==> config.mk <==
export PLATFORM = sky130hd
export DESIGN_NAME = coin_accumulator
export DESIGN_NICKNAME = d
export VERILOG_FILES = /design/src/rtl/vend_pkg.sv /design/src/rtl/coin_accumulator_idle_timer.sv /design/src/rtl/coin_accumulator.sv
export SDC_FILE = /design/constraint.sdc
export NUM_CORES = 1
export LEC_CHECK = 0
export CAP_MARGIN = 0
export CORE_MARGIN = 3
export CORE_UTILIZATION = 45
export DETAILED_ROUTE_END_ITERATION = 7
export PLACE_DENSITY = 0.71
export SYNTH_ARGS = -nofsm -noshare
export SYNTH_HDL_FRONTEND = slang
export SYNTH_SLANG_ARGS = --single-unit
==> constraint.sdc <==
create_clock -name clk -period 3.1 [get_ports clk]
set_input_delay 0.31 -clock clk [delete_from_list [all_inputs] [get_ports clk]]
set_output_delay 0.31 -clock clk [all_outputs]
set_load 0.01 [all_outputs]
==> src/rtl/vend_pkg.sv <==
// Shared vending-path definitions: coin values, FSM state encoding and the
// coin-type decode reused by the vending FSM for its price logic.
package vend_pkg;

  localparam logic [3:0] COIN_VAL_1  = 4'd1;
  localparam logic [3:0] COIN_VAL_2  = 4'd2;
  localparam logic [3:0] COIN_VAL_5  = 4'd5;
  localparam logic [3:0] COIN_VAL_10 = 4'd10;

  typedef enum logic [1:0] {
    ST_IDLE   = 2'b00,
    ST_ACCUM  = 2'b01,
    ST_OFFER  = 2'b10,
    ST_REFUND = 2'b11
  } state_e;

  function automatic logic [3:0] coin_value(input logic [1:0] coin_type);
    logic [3:0] val;
    case (coin_type)
      2'b00:   val = COIN_VAL_1;
      2'b01:   val = COIN_VAL_2;
      2'b10:   val = COIN_VAL_5;
      default: val = COIN_VAL_10;
    endcase
    return val;
  endfunction

endpackage

==> src/rtl/coin_accumulator_idle_timer.sv <==
// Clearable saturating idle counter; expired is high once TIMEOUT-1 idle
// cycles have been counted since the last clear.
module idle_timer #(
  parameter int TIMEOUT = 8
) (
  input  logic clk,
  input  logic rst,
  input  logic clr,
  input  logic en,
  output logic expired
);

  localparam int W = (TIMEOUT > 2) ? $clog2(TIMEOUT) : 1;
  localparam logic [W-1:0] LAST = W'(TIMEOUT - 1);

  logic [W-1:0] cnt_q;
  logic [W-1:0] cnt_d;

  always_comb begin
    cnt_d = cnt_q;
    if (clr) begin
      cnt_d = '0;
    end else if (en && (cnt_q != LAST)) begin
      cnt_d = cnt_q + 1'b1;
    end
  end

  always_ff @(posedge clk or posedge rst) begin
    if (rst) begin
      cnt_q <= '0;
    end else begin
      cnt_q <= cnt_d;
    end
  end

  assign expired = (cnt_q == LAST);

endmodule

==> src/rtl/coin_accumulator.sv <==
// Coin accumulator: sums coin events into a range-checked credit, offers it
// downstream with valid/ready, and refunds the full credit on cancel.
module coin_accumulator
  import vend_pkg::*;
#(
  parameter int CW         = 4,
  parameter int MAX_CREDIT = 15,
  parameter int TIMEOUT    = 8
) (
  input  logic          clk,
  input  logic          rst,
  input  logic          coin_valid,
  input  logic [1:0]    coin_type,
  input  logic          done_btn,
  input  logic          cancel,
  input  logic          credit_ready,
  output logic [CW-1:0] credit,
  output logic          credit_valid,
  output logic          coin_reject,
  output logic [CW-1:0] refund,
  output logic          refund_valid,
  output logic          busy
);

  localparam logic [CW:0] MAX_SUM = (CW + 1)'(MAX_CREDIT);

  state_e        state_q, state_d;
  logic [CW-1:0] credit_q, credit_d;
  logic          credit_valid_q, credit_valid_d;
  logic          coin_reject_q, coin_reject_d;
  logic [CW-1:0] refund_q, refund_d;
  logic          refund_valid_q, refund_valid_d;
  logic          busy_q, busy_d;

  logic [CW:0]   sum;
  logic          coin_ok;
  logic          coin_accept;
  logic          timer_clr;
  logic          timer_en;
  logic          timer_expired;

  // Sum is one bit wider than credit so an overflowing coin is caught, not wrapped.
  assign sum     = {1'b0, credit_q} + (CW + 1)'(coin_value(coin_type));
  assign coin_ok = (sum <= MAX_SUM);
  assign coin_accept = coin_valid && coin_ok &&
                       ((state_q == ST_IDLE) || (state_q == ST_ACCUM));

  // A refused coin must not restart the idle window.
  assign timer_clr = (state_q != ST_ACCUM) || coin_accept;
  assign timer_en  = (state_q == ST_ACCUM);

  idle_timer #(
    .TIMEOUT (TIMEOUT)
  ) u_idle_timer (
    .clk     (clk),
    .rst     (rst),
    .clr     (timer_clr),
    .en      (timer_en),
    .expired (timer_expired)
  );

  always_comb begin
    state_d        = state_q;
    credit_d       = credit_q;
    coin_reject_d  = coin_valid && !coin_accept;
    refund_d       = '0;
    refund_valid_d = 1'b0;

    case (state_q)
      ST_IDLE: begin
        credit_d = '0;
        if (coin_accept) begin
          credit_d = sum[CW-1:0];
          state_d  = ST_ACCUM;
        end
      end
      ST_ACCUM: begin
        if (coin_accept) begin
          credit_d = sum[CW-1:0];
        end
        // The refund and the offer both carry the coin taken on this same edge.
        if (cancel) begin
          state_d        = ST_REFUND;
          refund_valid_d = 1'b1;
          refund_d       = credit_d;
        end else if (done_btn || (timer_expired && !coin_accept)) begin
          state_d = ST_OFFER;
        end
      end
      ST_OFFER: begin
        if (credit_ready) begin
          state_d  = ST_IDLE;
          credit_d = '0;
        end else if (cancel) begin
          state_d        = ST_REFUND;
          refund_valid_d = 1'b1;
          refund_d       = credit_q;
        end
      end
      default: begin
        state_d  = ST_IDLE;
        credit_d = '0;
      end
    endcase

    credit_valid_d = (state_d == ST_OFFER);
    busy_d         = (state_d != ST_IDLE);
  end

  always_ff @(posedge clk or posedge rst) begin
    if (rst) begin
      state_q        <= ST_IDLE;
      credit_q       <= '0;
      credit_valid_q <= 1'b0;
      coin_reject_q  <= 1'b0;
      refund_q       <= '0;
      refund_valid_q <= 1'b0;
      busy_q         <= 1'b0;
    end else begin
      state_q        <= state_d;
      credit_q       <= credit_d;
      credit_valid_q <= credit_valid_d;
      coin_reject_q  <= coin_reject_d;
      refund_q       <= refund_d;
      refund_valid_q <= refund_valid_d;
      busy_q         <= busy_d;
    end
  end

  assign credit       = credit_q;
  assign credit_valid = credit_valid_q;
  assign coin_reject  = coin_reject_q;
  assign refund       = refund_q;
  assign refund_valid = refund_valid_q;
  assign busy         = busy_q;

endmodule

# [Word-level counts from Yosys, hierarchy flattened]
# Index checks and enable logic that the tools add are counted.
[word_totals] wordCells=53 n_memories=0 ram_bits=0 in_bits=8 register_bits=17 out_inout_bits=12 latch_bits=0 rom_bits=0
[classes] n_mux=20 n_shift=0 magnitude_cmp=1 bitwise_logic=0 div_mod_pow=0 reduce_logical=13 n_mul=0 eq_ne=9 n_addsub=2
[ops] cell="2-to-1 mux 4 bit" count=6
[ops] cell="case mux 4 bit (3 select lines)" count=2
[ops] cell="2-to-1 mux 2 bit" count=5
[ops] cell="case mux 4 bit (2 select lines)" count=1
[ops] cell="== test 2 bit (second input constant)" count=3
[ops] cell="2-to-1 mux 3 bit" count=2
[ops] cell="case mux 2 bit (3 select lines)" count=1
[ops] cell="adder 4 x 4 -> 5 bit" count=1
[ops] cell="less-or-equal comparator 5 x 4 -> 1 bit (second input constant)" count=1
[ops] cell="logical AND 1 bit" count=5
[ops] cell="== test 2 x 1 -> 1 bit (second input constant)" count=2
[ops] cell="zero test 2 bit" count=2
[ops] cell="nonzero test 2 bit" count=2
[ops] cell="adder 3 x 1 -> 3 bit (second input constant)" count=1
[ops] cell="== test 3 bit (second input constant)" count=1
[ops] cell="logical OR 1 bit" count=3
[ops] cell="!= test 3 bit (second input constant)" count=1
[ops] cell="2-to-1 mux 1 bit" count=2
[ops] cell="!= test 2 x 1 -> 1 bit (second input constant)" count=1
[ops] cell="!= test 2 bit (second input constant)" count=1
[ops] cell="case mux 1 bit (2 select lines)" count=1
[ops] cell="zero test 1 bit" count=1

# [Logic depth before layout (Yosys ltp)]
# Gate-level depths: netlist of the first run.
[logic_depth] depth_word=13 ltp_mapped=7 depth_no_buf=7

# [Cells and area by module]
# From an unflattened synthesis of the first run, not the netlist that was laid out.
[hier_totals] hier_cells=117 hier_area_um2=1134.8
[by_module_without_submodules] mod="coin_accumulator" instances=1 seq_area_each_um2=350.3 cells_per_inst=101 area_per_inst_um2=947.2
[by_module_without_submodules] mod="idle_timer" instances=1 seq_area_each_um2=75.1 cells_per_inst=16 area_per_inst_um2=187.7

# [Worst setup path after synthesis of the first run]
# OpenSTA, ideal clock, no wires.
[synth_path] kind="register -> register" startpoint="register credit_q[0] (netlist: credit[0])" endpoint="register credit_q[1] (netlist: credit[1])" t_required_ns=2.979 slack_ns=1.212 path_buffers=0 path_stages_with_launch=7 t_arrival_ns=1.767 setup_time_ns=0.121 path_cell_list="dfrtp_1 > ha_1 > fa_1 > nand3_2 > a31oi_1 > or2_4 > a22o_1"
[synth_via] elab_chain_len=6 elab_cells_between_ends=7
[synth_rtl] element="start, declared" line="coin_accumulator.sv:28" rtl="logic [CW-1:0] credit_q, credit_d;"
[synth_rtl] element="start signal, assigned" line="coin_accumulator.sv:121" rtl="credit_q <= credit_d;"
[synth_rtl] element="adder 4 x 4 -> 5 bit (*)" line="coin_accumulator.sv:43" rtl="assign sum = {1'b0, credit_q} + (CW + 1)'(coin_value(coin_type));"
[synth_rtl] element="less-or-equal comparator 5 x 4 -> 1 bit" line="coin_accumulator.sv:44" rtl="assign coin_ok = (sum <= MAX_SUM);"
[synth_rtl] element="logical AND 1 bit (2 in a row)" line="coin_accumulator.sv:45" rtl="assign coin_accept = coin_valid && coin_ok &&"
[synth_rtl] element="2-to-1 mux 4 bit (on tied branches)" line="coin_accumulator.sv:78, coin_accumulator.sv:72"
[synth_rtl] element="case mux 4 bit (3 select lines) (*)" line="coin_accumulator.sv:69" rtl="case (state_q)"
# Every way passes the cells marked *; elsewhere a longest branch is shown, timed or not.
# A chain may end at the register's enable or synchronous reset.

# [Worst setup path in the final report of the first run]
[layout_path] startpoint="input coin_type[0]" endpoint="register credit_q[1] (netlist: credit[1])"
[layout_via] elab_chain_len=8 elab_cells_between_ends=11
[layout_rtl] element="start, declared" line="coin_accumulator.sv:13" rtl="input logic [1:0] coin_type,"
[layout_rtl] element="== test 2 bit, or another cell as far along" line="vend_pkg.sv:19" rtl="case (coin_type)"
[layout_rtl] element="case mux 4 bit (3 select lines) (*)" line="vend_pkg.sv:19"
[layout_rtl] element="adder 4 x 4 -> 5 bit (*)" line="coin_accumulator.sv:43"
[layout_rtl] element="less-or-equal comparator 5 x 4 -> 1 bit" line="coin_accumulator.sv:44"
[layout_rtl] element="logical AND 1 bit (2 in a row)" line="coin_accumulator.sv:45"
[layout_rtl] element="2-to-1 mux 4 bit (on tied branches)" line="coin_accumulator.sv:78, coin_accumulator.sv:72"
[layout_rtl] element="case mux 4 bit (3 select lines) (*)" line="coin_accumulator.sv:69"
# Marked as above.

==> results of run 1 <==
==> layout make-up <==
type / count / area, um^2
clock buffers: 3 / 22.52
clock inverters: 1 / 5.005
fillers: 168 / 785.8
inverters: 6 / 22.52
multi-input cells: 67 / 536.8
flip-flops and latches: 17 / 425.4
well taps: 27 / 33.78
repair buffers: 19 / 190.2
==> cell usage in the layout, fill, tap and decap left out, types with 2 or more instances in the layout <==
cell and instances:
nand2_1 5, dfrtp_1 17, a21oi_1 4, clkdlybuf4s50_1 19, inv_1 6, ha_1 10
nor2_1 8, mux2i_1 3, nand3_2 2, a22o_1 6, clkbuf_4 3, o21ai_0 3
a31oi_1 3, xor2_1 2
==> synthesized netlist by cell type (2+ instances only) <==
master / n / share of area
dfrtp_1: 17 / 0.43
nor2_1: 8 / 0.030
nand2_1: 5 / 0.019
a22o_1: 6 / 0.053
o21ai_0: 3 / 0.015
a31oi_1: 3 / 0.019
nand3_2: 2 / 0.020
xor2_1: 2 / 0.018
ha_1: 10 / 0.13
mux2i_1: 3 / 0.030
a21oi_1: 4 / 0.020
inv_1: 6 / 0.023
==> cell families after synthesis <==
kind of cell | share of synthesized area
compound gates | 0.1646
xor+xnor | 0.02639
fa+ha+maj | 0.1457
buf+inv | 0.03392
flops | 0.4271
mux | 0.03015
simple gates | 0.1721
==> per-layer routing <==
layer  track usage  vias up  share of wire
met5             0        -              0
met4       0.07660        0          0.013
met3       0.02535        2          0.038
met2        0.2252       16           0.44
met1        0.2248      343           0.51
li1              -      374              -
==> power by group through the flow <==
| stage | registers (mW) | clock network [mW] | logic [mW] |
|---|---|---|---|
| 4_1_cts | 0.336 | 0.117 | 0.473 |
| 3_5_place_dp | 0.340 | 0 | 0.474 |
| 3_3_place_gp | 0.340 | 0 | 0.464 |
| 2_1_floorplan | 0.351 | 0 | 0.303 |
| 5_1_grt | 0.346 | 0.131 | 0.528 |
| 6_report | 0.337 | 0.111 | 0.472 |
==> state kept, by name, indices dropped and copies added (netlist names) <==
register,cells
busy,1
credit,4
u_idle_timer.cnt_q,3
credit_valid,1
state_q,2
refund_valid,1
coin_reject,1
refund,4
==> worst register-to-register path, delay by kind of cell, from the launching register on <==
kind,cells,cell delay [ns]
DFF,1,0.45
adders and majority gates,2,0.67
and+or+nand+nor,2,0.41
AOI/OAI and AO/OA,2,0.36
==> worst paths after layout <==
path / start / endpoint / slack (ns) / cells past startpoint
max: coin_type[0] / credit[1] / 0.94 / 8
min: rst / u_idle_timer.cnt_q[1] / 0.39 / 2
max reg2reg: credit[0] / credit[1] / 1.12 / 6
min reg2reg: u_idle_timer.cnt_q[1] / u_idle_timer.cnt_q[1] / 0.56 / 2
min in group clk: u_idle_timer.cnt_q[1] / u_idle_timer.cnt_q[1] / 0.56 / 2
max in group asynchronous: rst / refund_valid / 2.32 / 2
==> flow_summary.json, run 1 <==
{
  "start_kind": "input port",
  "slowest_stage": "clkdlybuf4s50_1",
  "dp.cells": 136,
  "setup_violations": 0,
  "overflow": 0,
  "p_leak_nw": 0.5903,
  "pwr-share-clk": 0.120,
  "final_area_mm2": 0.001236,
  "wl_mm": 1.831,
  "antenna_found_initial": 0,
  "floorplan.io_pins": 20,
  "crit_chain": "clkdlybuf4s50_1 > inv_1 > ha_1 > fa_1 > nand3_2 > a31oi_1 > or2_4 > a22o_1",
  "place_ws_ns": 0.6319,
  "antenna_cells": 0,
  "design.core.area_mm2": 0.002022,
  "slowest_delay_ns": 0.57,
  "worst_slack_ns": 0.9356,
  "synth_ff_type": "dfrtp_1",
  "grt_pass1_vias": 713,
  "yosys_warnings": 0,
  "outcome": "complete, no violations",
  "synth_edf_count": 0,
  "ys_ff_latch": 17,
  "gp_congestion": 0.7837,
  "power.switching_mw": 0.3550,
  "ys_seq_area_frac": 0.4271,
  "placed_cell_area_mm2": 0.001209,
  "syn_area_um2": 996.0,
  "die_y_um": 53.05,
  "nNetsFinal": 133,
  "synthArstFlopShare": 1.000,
  "holdBufCountCts": 0,
  "dpl.hpwl_mm": 1.495,
  "hold_viol": 0,
  "critPathMaxFanout": 5,
  "p_comb_frac": 0.513,
  "syn2layout_area_growth_pct": 24.12,
  "fin_worst_skew_ns": 0.004866,
  "port_buffers": 19,
  "ant_nets": 0,
  "period_needed_ns": 2.164,
  "path_class": "input port to flip-flop",
  "dr.first_iter.drc_count": 12,
  "critPathCaptureType": "flip-flop",
  "fmax_mhz": 462.0,
  "p_total_mw": 0.9192,
  "slew_headroom": 0.6020,
  "power_density_mw_per_mm2": 743.6,
  "path_delay_family": "buffers and inverters",
  "numCtsBuffers": 3,
  "post_cts_buffers": 0,
  "first_pass_iters": 4,
  "worstMarginPinSlew_ns": 0.5964,
  "clk_latency_ns": 0.28,
  "post_cts_resized": 0,
  "avgViaCountPerCell": 5.250,
  "crit_buf_inv": 2,
  "power_frac_seq": 0.367,
  "drive_gt1_frac": 0.09735,
  "switching_share": 0.3862,
  "cts_buffer_depth": 2,
  "post-route-period-util": 0.6982,
  "required_ns": 3.27,
  "fp.dieW_um": 53.05,
  "rsz0062_at_grt": "no",
  "synthCells": 92,
  "postSynthAreaPerCell_um2": 10.83,
  "drc": 0,
  "clkTransAtPathRegs_ns": 0.09,
  "grt_start_max_net_pins": 18,
  "initial_core_util": 0.4926,
  "synthesis.nets": 111,
  "cts_root_buf": "clkbuf_4",
  "arrival_ns": 2.33,
  "grt_pass1_wl_mm": 3.167,
  "hold_class": "input port to asynchronous set/reset pin",
  "p_int_mw": 0.5642,
  "hold_ws_ns": 0.3914,
  "synth.distinct_cells": 35,
  "ir_drop_mv": 0.5324,
  "post-route-util": 0.6114,
  "routedWlPerCell_um": 13.08,
  "track_usage": 0.1565,
  "cts.htree.levels": 1,
  "slew_violations": 0,
  "vias": 735,
  "setup_tns_ns": 0,
  "fin_cells": 140,
  "std_cell_rows": 16,
  "dieArea_mm2": 0.002814,
  "clock_sinks": 17,
  "drv_cap": 0,
  "cts_tree": "yes"
}
(Power assumes the default switching activity.)
==> inputs of run 2 (changes only) <==
- PLACE_DENSITY: 0.71 -> 0.74
- clock period: 3.1 -> 1.74 ns (I/O delays scaled with it)
==> flow_summary.json, run 2 (synthesis results as in run 1) <==
{
  "outcome": "complete, but fails checks",
  "violations": "setup timing",
  "drc": 0,
  "design.core.area_mm2": 0.002022,
  "first_pass_iters": 4,
  "std_cell_rows": 16,
  "avgViaCountPerCell": 5.468,
  "post-route-period-util": 1.018,
  "drive_gt1_frac": 0.2636,
  "ir_drop_mv": 0.9951,
  "regToRegSetupSlack_ns": -0.03,
  "critPathMaxFanout": 5,
  "clk_latency_ns": 0.29,
  "setup_violations": 2,
  "fp.dieW_um": 53.05,
  "grt_pass1_vias": 785,
  "dpl.hpwl_mm": 1.713,
  "fmax_mhz": 564.4,
  "dr.first_iter.drc_count": 28,
  "drv_cap": 0,
  "worst_slack_ns": -0.03186,
  "grt_start_max_net_pins": 18,
  "clock_sinks": 17,
  "p_leak_nw": 0.6773,
  "wl_mm": 2.190,
  "slew_violations": 0,
  "slew_headroom": 0.5715,
  "required_ns": 1.91,
  "arrival_ns": 1.95,
  "p_total_mw": 1.937,
  "critPathCaptureType": "flip-flop",
  "reg2reg_to": "credit[1]",
  "multi_input_area_um2": 599.3,
  "cts_tree": "yes",
  "seqCellArea_um2": 425.4,
  "antenna_found_initial": 0,
  "cts_root_buf": "clkbuf_4",
  "nNetsFinal": 149,
  "dieArea_mm2": 0.002814,
  "cts.htree.levels": 1,
  "overflow": 0,
  "grt_pass1_wl_mm": 3.525,
  "power_density_mw_per_mm2": 1363,
  "final_common_cell": "clkdlybuf4s50_1",
  "placed_cell_area_mm2": 0.001325,
  "slowest_delay_ns": 0.40,
  "ant_nets": 0,
  "layout_common_cells": "clkdlybuf4s50_1, dfrtp_1, buf_4",
  "gp_congestion": 0.8028,
  "hold_class": "input port to asynchronous set/reset pin",
  "routedWlPerCell_um": 14.04,
  "hold_viol": 0,
  "numCtsBuffers": 3,
  "slowest_stage": "dfrtp_1",
  "holdBufCountCts": 0,
  "worstMarginPinSlew_ns": 0.6420,
  "r2r_cells": 6,
  "rsz0062_at_grt": "yes",
  "initial_core_util": 0.4926,
  "fin_worst_skew_ns": 0.01080,
  "start_kind": "flip-flop",
  "final_area_mm2": 0.001421,
  "clkTransAtPathRegs_ns": 0.10,
  "vias": 853,
  "dp.cells": 150,
  "die_y_um": 53.05,
  "port_buffers": 19,
  "track_usage": 0.1764,
  "path_class": "flip-flop to flip-flop",
  "r2r-start": "credit[0]",
  "fin_cells": 156,
  "period_needed_ns": 1.772,
  "antenna_cells": 0,
  "cts_buffer_depth": 2,
  "syn2layout_area_growth_pct": 42.71,
  "crit_chain": "ha_2 > fa_2 > nand3_4 > a31oi_4 > or2_4 > a22o_1",
  "floorplan.io_pins": 20,
  "hold_ws_ns": 0.2623,
  "final.fill_count": 153
}
run 2: area by class of cell:
type | instances | share of cell area
Multi-Input combinational cell | 67 | 0.4217
Sequential cell | 17 | 0.2993
Timing Repair Buffer | 35 | 0.2201
Tap cell | 27 | 0.02377
Clock buffer | 3 | 0.01585
Inverter | 6 | 0.01585
Clock inverter | 1 | 0.003521
run 2: critical path: cells and delay by family, from the launching register on:
kind | cells | cell delay [ns]
AO/OA/AOI/OAI | 2 | 0.31
adder cells (fa/ha/maj) | 2 | 0.56
flip-flops | 1 | 0.40
AND/OR/NAND/NOR | 2 | 0.37
run 2: power breakdown:
part / internal (mW) / leakage (nW) / switching (mW)
combinational: 0.595 / 0.434 / 0.560
clock: 0.0855 / 0.0177 / 0.121
sequential: 0.504 / 0.226 / 0.0707
total: 1.18 / 0.677 / 0.752
run 2: routing by layer:
metal	GRT usage	part of all wire
met1	0.2412	0.46
met2	0.2686	0.47
met4	0.08936	0.018
met3	0.02535	0.047
met5	0	0
run 2: per-stage QoR:
step	setup TNS [ns]	worst slack (ns)	utilization
2_1_floorplan	-0.1045	-0.02289	-
3_3_place_gp	-4.204	-0.3249	0.6553
3_5_place_dp	-4.897	-0.3843	0.6553
4_1_cts	-0.03224	-0.02089	0.6757
5_1_grt	-0.4532	-0.07857	0.7030
6_report	-0.04430	-0.03186	0.7030
run 2: worst max-delay path by stage:
stage                  from        end  depth (start not counted)
2_1_floorplan     credit[0]  credit[1]                          6
3_3_place_gp   coin_type[0]  credit[1]                          8
3_5_place_dp   coin_type[0]  credit[1]                          8
4_1_cts           credit[0]  credit[1]                          6
5_1_grt           credit[0]  credit[1]                          6
6_report          credit[0]  credit[1]                          6
run 2: timing repair:
action	CTS	global route
gates cloned	0	0
setup endpoints to repair	9	14
buffers inserted	0	2
resized for setup	4	9
hold endpoints to repair	0	0
pin swaps	3	4
==> inputs of run 3 (changes only) <==
- clock period: 1.74 -> 1.5 ns (I/O delays scaled with it)
==> flow_summary.json, run 3 (synthesis results as in run 1) <==
{
  "routedWlPerCell_um": 14.14,
  "grt_pass1_wl_mm": 3.574,
  "fin_worst_skew_ns": 0.003735,
  "wl_mm": 2.263,
  "regToRegSetupSlack_ns": -0.26,
  "dpl.hpwl_mm": 1.792,
  "std_cell_rows": 16,
  "fp.dieW_um": 53.05,
  "setup_violations": 16,
  "r2r-start": "credit[0]",
  "dieArea_mm2": 0.002814,
  "grt_pass1_vias": 812,
  "slew_violations": 0,
  "reg2reg_to": "credit[3]",
  "multi_input_area_um2": 648.1,
  "cts.htree.levels": 1,
  "cts_root_buf": "clkbuf_4",
  "antenna_cells": 0,
  "violations": "setup timing",
  "antenna_found_initial": 0,
  "cts_tree": "yes",
  "clk_latency_ns": 0.28,
  "drc": 0,
  "final.fill_count": 144,
  "placed_cell_area_mm2": 0.001373,
  "dr.first_iter.drc_count": 20,
  "hold_class": "input port to asynchronous set/reset pin",
  "period_needed_ns": 1.761,
  "die_y_um": 53.05,
  "ant_nets": 0,
  "power.switching_mw": 0.9112,
  "p_comb_frac": 0.614,
  "power_frac_seq": 0.288,
  "arrival_ns": 1.94,
  "layout_common_cells": "buf_4, dfrtp_1, clkdlybuf4s50_1",
  "p_int_mw": 1.426,
  "worst_slack_ns": -0.2606,
  "initial_core_util": 0.4926,
  "avgViaCountPerCell": 5.325,
  "nNetsFinal": 153,
  "rsz0062_at_grt": "yes",
  "slew_headroom": 0.8090,
  "final_area_mm2": 0.001505,
  "grt_start_max_net_pins": 18,
  "path_class": "flip-flop to flip-flop",
  "p_leak_nw": 0.7465,
  "first_pass_iters": 4,
  "gp_congestion": 0.8374,
  "required_ns": 1.67,
  "seqCellArea_um2": 425.4,
  "clock_sinks": 17,
  "fmax_mhz": 568.0,
  "clkTransAtPathRegs_ns": 0.09,
  "drv_cap": 0,
  "crit_path_start": "credit[0]",
  "track_usage": 0.1808,
  "design.core.area_mm2": 0.002022,
  "r2r_cells": 6,
  "critPathMaxFanout": 5,
  "cts_buffer_depth": 2,
  "switching_share": 0.3898,
  "critPathCaptureType": "flip-flop",
  "drive_gt1_frac": 0.3459,
  "power_density_mw_per_mm2": 1553,
  "port_buffers": 19,
  "outcome": "complete, but fails checks",
  "overflow": 0,
  "worstMarginPinSlew_ns": 0.2852,
  "floorplan.io_pins": 20,
  "numCtsBuffers": 3,
  "place_ws_ns": -0.6226,
  "hold_viol": 0,
  "start_kind": "flip-flop",
  "vias": 852,
  "ir_drop_mv": 1.074,
  "pwr-share-clk": 0.098,
  "post-route-period-util": 1.174,
  "final_common_cell": "buf_4",
  "syn2layout_area_growth_pct": 51.13
}
## run 3: changes by cell type in the layout (fill, tap and decap cells not counted), sizes merged
| cell | previous run | this run |
|---|---|---|
| clkdlybuf4s50 | 18 | 14 |
| dlygate4sd2 | 1 | 2 |
| buf | 16 | 20 |
| clkbuf | 3 | 4 |
| dlymetal6s2s | 0 | 3 |
| clkinv | 1 | 0 |
## run 3: worst max path at each step
stage	endpoint	slack [ns]	depth (start not counted)
5_1_grt	refund[3]	-0.31	6
3_5_place_dp	credit[0]	-0.62	8
2_1_floorplan	credit[1]	-0.26	6
4_1_cts	refund[3]	-0.24	6
3_3_place_gp	credit[1]	-0.53	8
6_report	credit[3]	-0.26	6
## run 3: per-layer routing
layer  GRT usage  part of all wire
met5           0                 0
met4     0.07660             0.017
met2      0.2934              0.48
met3     0.01690             0.034
met1      0.2442              0.47
## run 3: critical path, cell delays in order (launching register included)
cell and delay [ns]:
dfrtp_1 0.41, ha_2 0.19, fa_2 0.37, nand3_4 0.11, a31oi_4 0.09, or2_4 0.26
a22o_1 0.23
## run 3: area by class of cell
type	instances	area share
Clock buffer	4	0.01746
Timing Repair Buffer	39	0.2319
Tap cell	27	0.02244
Multi-Input combinational cell	67	0.4306
Sequential cell	17	0.2826
Inverter	6	0.01496
## run 3: per-stage QoR
step | power, mW | hold slack [ns] | util | cells | TNS, ns
6_report | 2.338 | 0.1635 | 0.7444 | 160 | -2.451
5_1_grt | 2.513 | 0.1778 | 0.7444 | 160 | -3.357
4_1_cts | 2.272 | 0.1682 | 0.7184 | 159 | -2.602
3_5_place_dp | 1.976 | 0.4817 | 0.6788 | 155 | -8.085
3_3_place_gp | 1.936 | 0.4708 | 0.6788 | 155 | -7.153
2_1_floorplan | 1.395 | 0.07607 | - | 92 | -2.285
## run 3: power groups by stage
stage / clock (mW) / combinational, mW / sequential [mW]
detailed placement: 0 / 1.30 / 0.680
global route: 0.261 / 1.57 / 0.686
floorplan: 0 / 0.669 / 0.725
CTS: 0.236 / 1.36 / 0.674
global placement: 0 / 1.26 / 0.677
finish: 0.228 / 1.44 / 0.673
## run 3: repair_timing
| item | CTS | global route |
|---|---|---|
| buffers inserted | 0 | 1 |
| gates resized for setup | 15 | 11 |
| setup endpoints to repair | 18 | 18 |
| pin swaps | 9 | 5 |
| hold buffers | 0 | 0 |
